File: src/rtl/anubis_pkg.sv
// anubis_pkg: shared widths, round counts and controller state type for the ANUBIS sequencer
package anubis_pkg;
    localparam int BLOCK_W       = 128;
    localparam int ANUBIS_ROUNDS = 12;
    localparam int PHASES_FULL   = 4;
    localparam int PHASES_LAST   = 3;
    typedef enum logic [2:0] {ST_IDLE, ST_LOAD, ST_RUN, ST_CAPTURE, ST_DONE} ctrl_state_e;
endpackage

File: src/rtl/anubis_round_ctrl_if.sv
// anubis_round_ctrl_if: block handshake, key-store lookup and round-datapath signals of the sequencer
interface anubis_round_ctrl_if;
    import anubis_pkg::*;
    logic               start;
    logic [BLOCK_W-1:0] plain_text;
    logic               ready;
    logic [3:0]         key_idx;
    logic [BLOCK_W-1:0] key_in;
    logic               load_text;
    logic               clk_en;
    logic [3:0]         round_number;
    logic [BLOCK_W-1:0] round_plain_text;
    logic [BLOCK_W-1:0] round_key;
    logic [BLOCK_W-1:0] round_cipher_text;
    logic [BLOCK_W-1:0] cipher_text;
    logic               done;
    modport master (
        output start, plain_text, key_in, round_cipher_text,
        input  ready, key_idx, load_text, clk_en, round_number, round_plain_text, round_key, cipher_text, done
    );
    modport slave (
        input  start, plain_text, key_in, round_cipher_text,
        output ready, key_idx, load_text, clk_en, round_number, round_plain_text, round_key, cipher_text, done
    );
endinterface

File: src/rtl/anubis_en_div.sv
// anubis_en_div: EN_PERIOD clock divider with synchronous clear and a registered one-cycle strobe
module anubis_en_div #(
    parameter int EN_PERIOD = 3
) (
    input  logic clk,
    input  logic reset,
    input  logic clear,
    input  logic en,
    output logic strobe
);
    localparam int W = $clog2(EN_PERIOD);
    logic [W-1:0] cnt;
    // strobe is set one count early so it is itself a flop, high exactly while cnt == EN_PERIOD-1
    always_ff @(posedge clk) begin
        if (reset || clear) begin
            cnt    <= '0;
            strobe <= 1'b0;
        end else begin
            cnt    <= !en ? cnt : strobe ? '0 : cnt + 1'b1;
            strobe <= en && cnt == W'(EN_PERIOD - 2);
        end
    end
endmodule

File: src/rtl/anubis_round_ctrl.sv
// anubis_round_ctrl: sequences whitening and the 12 ANUBIS rounds through the external round datapath
module anubis_round_ctrl
    import anubis_pkg::*;
#(
    parameter int EN_PERIOD = 3
) (
    input  logic                clk,
    input  logic                reset,
    anubis_round_ctrl_if.slave  bus
);
    localparam logic [3:0] LAST_RND = 4'(ANUBIS_ROUNDS);
    ctrl_state_e        state, state_nx;
    logic [3:0]         round;
    logic [2:0]         pulses;
    logic [2:0]         need_m1;
    logic [BLOCK_W-1:0] data_reg;
    logic [BLOCK_W-1:0] cipher;
    logic               load_q, done_q, strobe, last_phase;

    anubis_en_div #(.EN_PERIOD(EN_PERIOD)) u_div (
        .clk    (clk),
        .reset  (reset),
        .clear  (state == ST_LOAD),
        .en     (state == ST_RUN),
        .strobe (strobe)
    );

    // the last round skips the final sigma phase, so it needs one strobe fewer
    assign need_m1    = (round == LAST_RND) ? 3'(PHASES_LAST - 1) : 3'(PHASES_FULL - 1);
    assign last_phase = strobe && pulses == need_m1;

    always_comb begin
        state_nx = ST_IDLE;
        case (state)
            ST_IDLE:    state_nx = bus.start ? ST_LOAD : ST_IDLE;
            ST_LOAD:    state_nx = ST_RUN;
            ST_RUN:     state_nx = last_phase ? ST_CAPTURE : ST_RUN;
            ST_CAPTURE: state_nx = (round == LAST_RND) ? ST_DONE : ST_LOAD;
            default:    state_nx = ST_IDLE;
        endcase
    end

    always_ff @(posedge clk) begin
        if (reset) begin
            state    <= ST_IDLE;
            round    <= '0;
            pulses   <= '0;
            data_reg <= '0;
            cipher   <= '0;
            load_q   <= 1'b0;
            done_q   <= 1'b0;
        end else begin
            state  <= state_nx;
            load_q <= state_nx == ST_LOAD;
            done_q <= state_nx == ST_DONE;
            if (state == ST_LOAD)
                pulses <= '0;
            else if (state == ST_RUN && strobe)
                pulses <= pulses + 3'd1;
            if (state == ST_IDLE && bus.start) begin
                data_reg <= bus.plain_text ^ bus.key_in;
                round    <= 4'd1;
            end
            if (state == ST_CAPTURE) begin
                data_reg <= bus.round_cipher_text;
                if (round == LAST_RND)
                    cipher <= bus.round_cipher_text;
                else
                    round <= round + 4'd1;
            end
        end
    end

    assign bus.ready            = state == ST_IDLE;
    assign bus.key_idx          = bus.ready ? 4'd0 : round;
    assign bus.round_number     = bus.ready ? 4'd0 : round;
    assign bus.load_text        = load_q;
    assign bus.clk_en           = strobe;
    assign bus.round_plain_text = data_reg;
    assign bus.round_key        = bus.key_in;
    assign bus.cipher_text      = cipher;
    assign bus.done             = done_q;
endmodule

File: src/flat_wrapper.sv
// flat-port wrapper written by rule: the top's interface ports become plain ports
module anubis_round_ctrl_flat import anubis_pkg::*;
#(
    parameter int EN_PERIOD = 3
)
  (clk, reset, bus_start, bus_plain_text, bus_key_in, bus_round_cipher_text, bus_ready, bus_key_idx, bus_load_text, bus_clk_en, bus_round_number, bus_round_plain_text, bus_round_key, bus_cipher_text, bus_done);
  anubis_round_ctrl_if bus_i ();
  input  logic clk;
  input  logic reset;
  input wire logic [$bits(bus_i.start)-1:0] bus_start;
  input wire logic [$bits(bus_i.plain_text)-1:0] bus_plain_text;
  input wire logic [$bits(bus_i.key_in)-1:0] bus_key_in;
  input wire logic [$bits(bus_i.round_cipher_text)-1:0] bus_round_cipher_text;
  output wire logic [$bits(bus_i.ready)-1:0] bus_ready;
  output wire logic [$bits(bus_i.key_idx)-1:0] bus_key_idx;
  output wire logic [$bits(bus_i.load_text)-1:0] bus_load_text;
  output wire logic [$bits(bus_i.clk_en)-1:0] bus_clk_en;
  output wire logic [$bits(bus_i.round_number)-1:0] bus_round_number;
  output wire logic [$bits(bus_i.round_plain_text)-1:0] bus_round_plain_text;
  output wire logic [$bits(bus_i.round_key)-1:0] bus_round_key;
  output wire logic [$bits(bus_i.cipher_text)-1:0] bus_cipher_text;
  output wire logic [$bits(bus_i.done)-1:0] bus_done;
  assign bus_i.start = bus_start;
  assign bus_i.plain_text = bus_plain_text;
  assign bus_i.key_in = bus_key_in;
  assign bus_i.round_cipher_text = bus_round_cipher_text;
  assign bus_ready = bus_i.ready;
  assign bus_key_idx = bus_i.key_idx;
  assign bus_load_text = bus_i.load_text;
  assign bus_clk_en = bus_i.clk_en;
  assign bus_round_number = bus_i.round_number;
  assign bus_round_plain_text = bus_i.round_plain_text;
  assign bus_round_key = bus_i.round_key;
  assign bus_cipher_text = bus_i.cipher_text;
  assign bus_done = bus_i.done;
  anubis_round_ctrl #(.EN_PERIOD(EN_PERIOD)) u_core (.clk(clk), .reset(reset), .bus(bus_i));
endmodule
File: config.mk
export PLATFORM = sky130hd
export DESIGN_NAME = anubis_round_ctrl_flat
export DESIGN_NICKNAME = d
export VERILOG_FILES = /design/src/rtl/anubis_pkg.sv /design/src/rtl/anubis_round_ctrl_if.sv /design/src/rtl/anubis_en_div.sv /design/src/rtl/anubis_round_ctrl.sv /design/src/flat_wrapper.sv
export SDC_FILE = /design/constraint.sdc
export NUM_CORES = 1
export LEC_CHECK = 0
export ABC_AREA = 1
export CAP_MARGIN = 25
export CELL_PAD_IN_SITES_DETAIL_PLACEMENT = 2
export CELL_PAD_IN_SITES_GLOBAL_PLACEMENT = 2
export CORE_AREA = 2 2 304 306
export CTS_CLUSTER_SIZE = 14
export DETAILED_ROUTE_END_ITERATION = 7
export DIE_AREA = 0 0 306 308
export DONT_BUFFER_PORTS = 1
export PLACE_DENSITY_LB_ADDON = 0.1
export SYNTH_ARGS = -nofsm -noshare
export SYNTH_HDL_FRONTEND = slang
export SYNTH_HIERARCHICAL = 1
export SYNTH_SLANG_ARGS = --single-unit
File: constraint.sdc
create_clock -name clk -period 1.85 [get_ports clk]
set_input_delay 0.185 -clock clk [delete_from_list [all_inputs] [get_ports clk]]
set_output_delay 0.185 -clock clk [all_outputs]
set_load 0.01 [all_outputs]
==> impl_results.rst <==
.. list-table::
   :header-rows: 1

   * - Metric
     - Value
   * - Wire length of the first global-routing pass
     - between 100 and 150 mm
   * - Pin count of the biggest net entering global routing
     - 82
   * - Cell Count, Final, Fillers Out
     - 3,814
   * - CTS H-Tree Depth
     - 2
   * - Count of flip-flops with a built-in enable after synthesis
     - 0
   * - Worst setup slack after layout
     - between 0.1 and 0.15 ns
   * - Remaining routing DRC violations
     - 0
   * - Run status
     - completed
   * - Synth Area in Compound Gates
     - 0.00461
   * - Worst Setup End Kind
     - primary output
   * - Syn. warnings
     - 6
   * - Post-placement worst setup slack
     - between 0.08 and 0.09 ns
   * - Total via count after detailed routing
     - between 15,000 and 20,000
   * - #FFs+latches synth
     - approximately 270
   * - Worst hold path class
     - in -> reg
   * - Number of detailed-routing iterations run before antenna repair
     - 4
   * - Top library cells by usage in the layout, fill and taps aside
     - nand2_1 (791), dlygate4sd3_1 (444), nand3_1 (390)
   * - Number of instances in the synthesized netlist
     - 2,272
   * - Number of buffers on the longest clock path
     - 3
   * - Share of synthesized area spent on multiplexers
     - 0
   * - Number of clock sinks seen by CTS
     - approximately 270
   * - Post-synthesis share of cell area spent on and, or, nand and nor gates
     - 0.425
   * - Area Growth Syn to Fin
     - 48.1%
   * - CP required
     - roughly 1.7 ns
   * - Setup repair after global routing missed its margin
     - false
   * - Worst Clk Skew
     - approximately 0.015 ns
   * - Net count of the mapped netlist
     - approximately 2,700
   * - Maximum fanout count along the critical path
     - 5
   * - Global route total overflow
     - 0
   * - Fraction of layout cells with a size suffix above 1
     - 0.0610
   * - Per-cell routed wire length
     - 20.3 µm
   * - Flop2flop setup slack
     - between 0.1 and 0.15 ns
   * - Maximum vdd ir drop
     - between 0.3 and 0.4 mV
   * - Combinational family with the most area after synthesis
     - simple AND/OR/NAND/NOR gates
   * - Clock latency at the later pin of the worst-skew pair
     - 0.55 ns
   * - Clock root cell
     - clkbuf_16
   * - Relative slew slack
     - 0.713
   * - Antenna violations before repair
     - 9
   * - Final setup fails
     - 0
   * - Top FF cell, synth
     - dfxtp_1
   * - Total Die Area
     - 94,200 µm²
   * - Number of nets in the layout
     - approximately 3,000
   * - Initial core utilization
     - 0.155
   * - Sequential area share after synthesis
     - 0.384
   * - Most frequent standard cell in the layout excluding fill and tap cells
     - nand2_1
   * - TritonCTS clock tree
     - done
   * - Number of placement rows
     - about 110
   * - Post-route fraction of the period consumed by the critical path
     - 0.933
   * - Via count of the first global-routing pass
     - between 15,000 and 20,000
   * - P per Cell Area
     - approximately 800 nW/µm²
   * - Tightest Pin Transition
     - about 0.43 ns
   * - Cell Area, Synth
     - about 14,000 µm²
   * - XOR/XNOR Fraction of Synth Area
     - 0.000620
   * - Max-cap viol count
     - 0
   * - Proportion of register bits with asynchronous set or reset after synthesis
     - 0
   * - Hold violation total from the final report
     - 0
   * - Number of buffers created by CTS
     - 40
   * - Sort of element at the start of the critical path
     - flip-flop
   * - Detailed Route Iter0 Violations
     - just under 400
   * - Leakage power
     - 9.95 nW
   * - Mean Syn Cell Area
     - 6.21 µm²
   * - Number of buffers added on ports
     - 0
   * - Ports placed on the boundary
     - 783
   * - Clock transition at the registers of the reported paths
     - ~0.06 ns
   * - Path type of the worst setup path
     - reg -> out
   * - Core Region
     - about 91,000 µm²
   * - Number of placed cells counting well taps
     - 3,294
   * - Adder and majority gate portion of the synthesized area
     - 0.00354
   * - Global Route Usage Sum
     - 0.158
   * - Routability-driven placement congestion ratio
     - between 0.7 and 0.8
   * - Via-per-instance ratio
     - about 4.1
   * - Filler Cell Count
     - 10,800
   * - Post-detailed-routing wire length
     - ~77 mm
   * - Vertical extent of the die
     - between 300 and 400 µm
   * - Max Fclk
     - ~580 MHz
   * - Die boundary width
     - a little over 300 µm
   * - Dpl hpwl
     - 56.4 mm
   * - Final max-slew violation count
     - 0
   * - Arrival time of data at the critical path endpoint
     - 1.54 ns
   * - Min cycle time layout
     - around 1.7 ns
   * - Antenna violation net count after detailed routing
     - 0
   * - Unique cell type count in the Yosys netlist
     - 20
==> timing repair <==
action,in CTS,in global routing
hold endpoints to repair,267,0
pin swaps,0,1
hold buffers,444,0
setup buffers,0,2
endpoints found under the setup margin,8,66
gates cloned,0,1
resized for setup,1,12
==> worst max-delay path: stages, from the launching register on <==
cell	delay [ns]
dfxtp_1	0.46
nor3_1	0.07
buf_4	0.18
nor2_2	0.27
==> logic make-up (layout without fill, tap and decap cells) <==
| family | after synthesis | in the layout |
|---|---|---|
| compound gates | 13 | 13 |
| other cells | 0 | 6 |
| buf+inv | 522 | 872 |
| simple gates | 1461 | 1461 |
| xor+xnor | 1 | 1 |
| flops | 271 | 271 |
| fa+ha+maj | 4 | 4 |
==> report_power, final <==
part	switching, mW	total [mW]	internal, mW	leakage [nW]
Sequential	0.475	6.64	6.17	2.22
Clock	3.02	7.52	4.49	0.623
Combinational	1.36	2.62	1.26	7.11
Total	4.86	16.8	11.9	9.95
==> registers in the layout (all words and copies together), names as in the netlist <==
register and count:
u_core/bus.cipher_text 128, u_core/bus.done 1, u_core/bus.load_text 1, u_core/bus.round_plain_text 128, u_core/pulses 3, u_core/round 4, u_core/state 3, u_core/u_div/cnt 2
u_core/u_div/strobe 1
==> metrics by stage <==
stage	TNS, ns	area (µm²)	power [mW]	hold slack [ns]	utilization
after detailed placement	0	15100	8.56	0.261	0.166
after global placement	0	15100	8.50	0.259	0.166
after CTS	-0.314	20800	17.3	0.000891	0.229
after floorplan	0	14100	8.06	0.254	-
after global routing	0	20900	17.8	0.0137	0.230
final	0	20900	16.8	0.0210	0.230
==> layer usage <==
metal  up-vias  GRT usage  share of wire
met5         -          0        0.00016
met4         2     0.0534          0.035
met3       124     0.0623          0.095
met2       538      0.300           0.51
met1      7460      0.156           0.36
li1       7439          -              -
==> synthesized netlist by cell type (all sizes together), types with 2 or more instances <==
library cell | instances | area share
ha | 4 | 0.0035
nand3 | 393 | 0.14
a21oi | 10 | 0.0035
inv | 278 | 0.074
nor3 | 2 | 0.00071
dfxtp | 271 | 0.38
o21ai | 3 | 0.0011
nor2 | 272 | 0.073
clkbuf | 30 | 0.0080
buf | 214 | 0.10
nand2 | 793 | 0.21
==> path summary, 6_finish.rpt <==
| kind | to | startpoint | cells after the start |
|---|---|---|---|
| min reg2reg | u_core/pulses[1]$_SDFFE_PP0P_ | u_core/pulses[1]$_SDFFE_PP0P_ | 2 |
| min | u_core/bus.round_plain_text[57]$_SDFFE_PP0P_ | bus_plain_text[57] | 5 |
| max | bus_key_idx[1] | u_core/state[2]$_SDFF_PP0_ | 3 |
| max reg2reg | u_core/bus.round_plain_text[111]$_SDFFE_PP0P_ | u_core/state[2]$_SDFF_PP0_ | 7 |
==> area by class of cell <==
cell class,count,area [µm²],area share
multi-input cells,1479,6170,0.295
repair buffers,527,5500,0.263
flip-flops and latches,271,5430,0.260
well taps,1186,1480,0.0710
clock buffers,57,1170,0.0558
inverters,278,1060,0.0505
clock inverters,10,86.3,0.00413
diodes,6,15.0,0.000718
(Power assumes the default switching activity.)
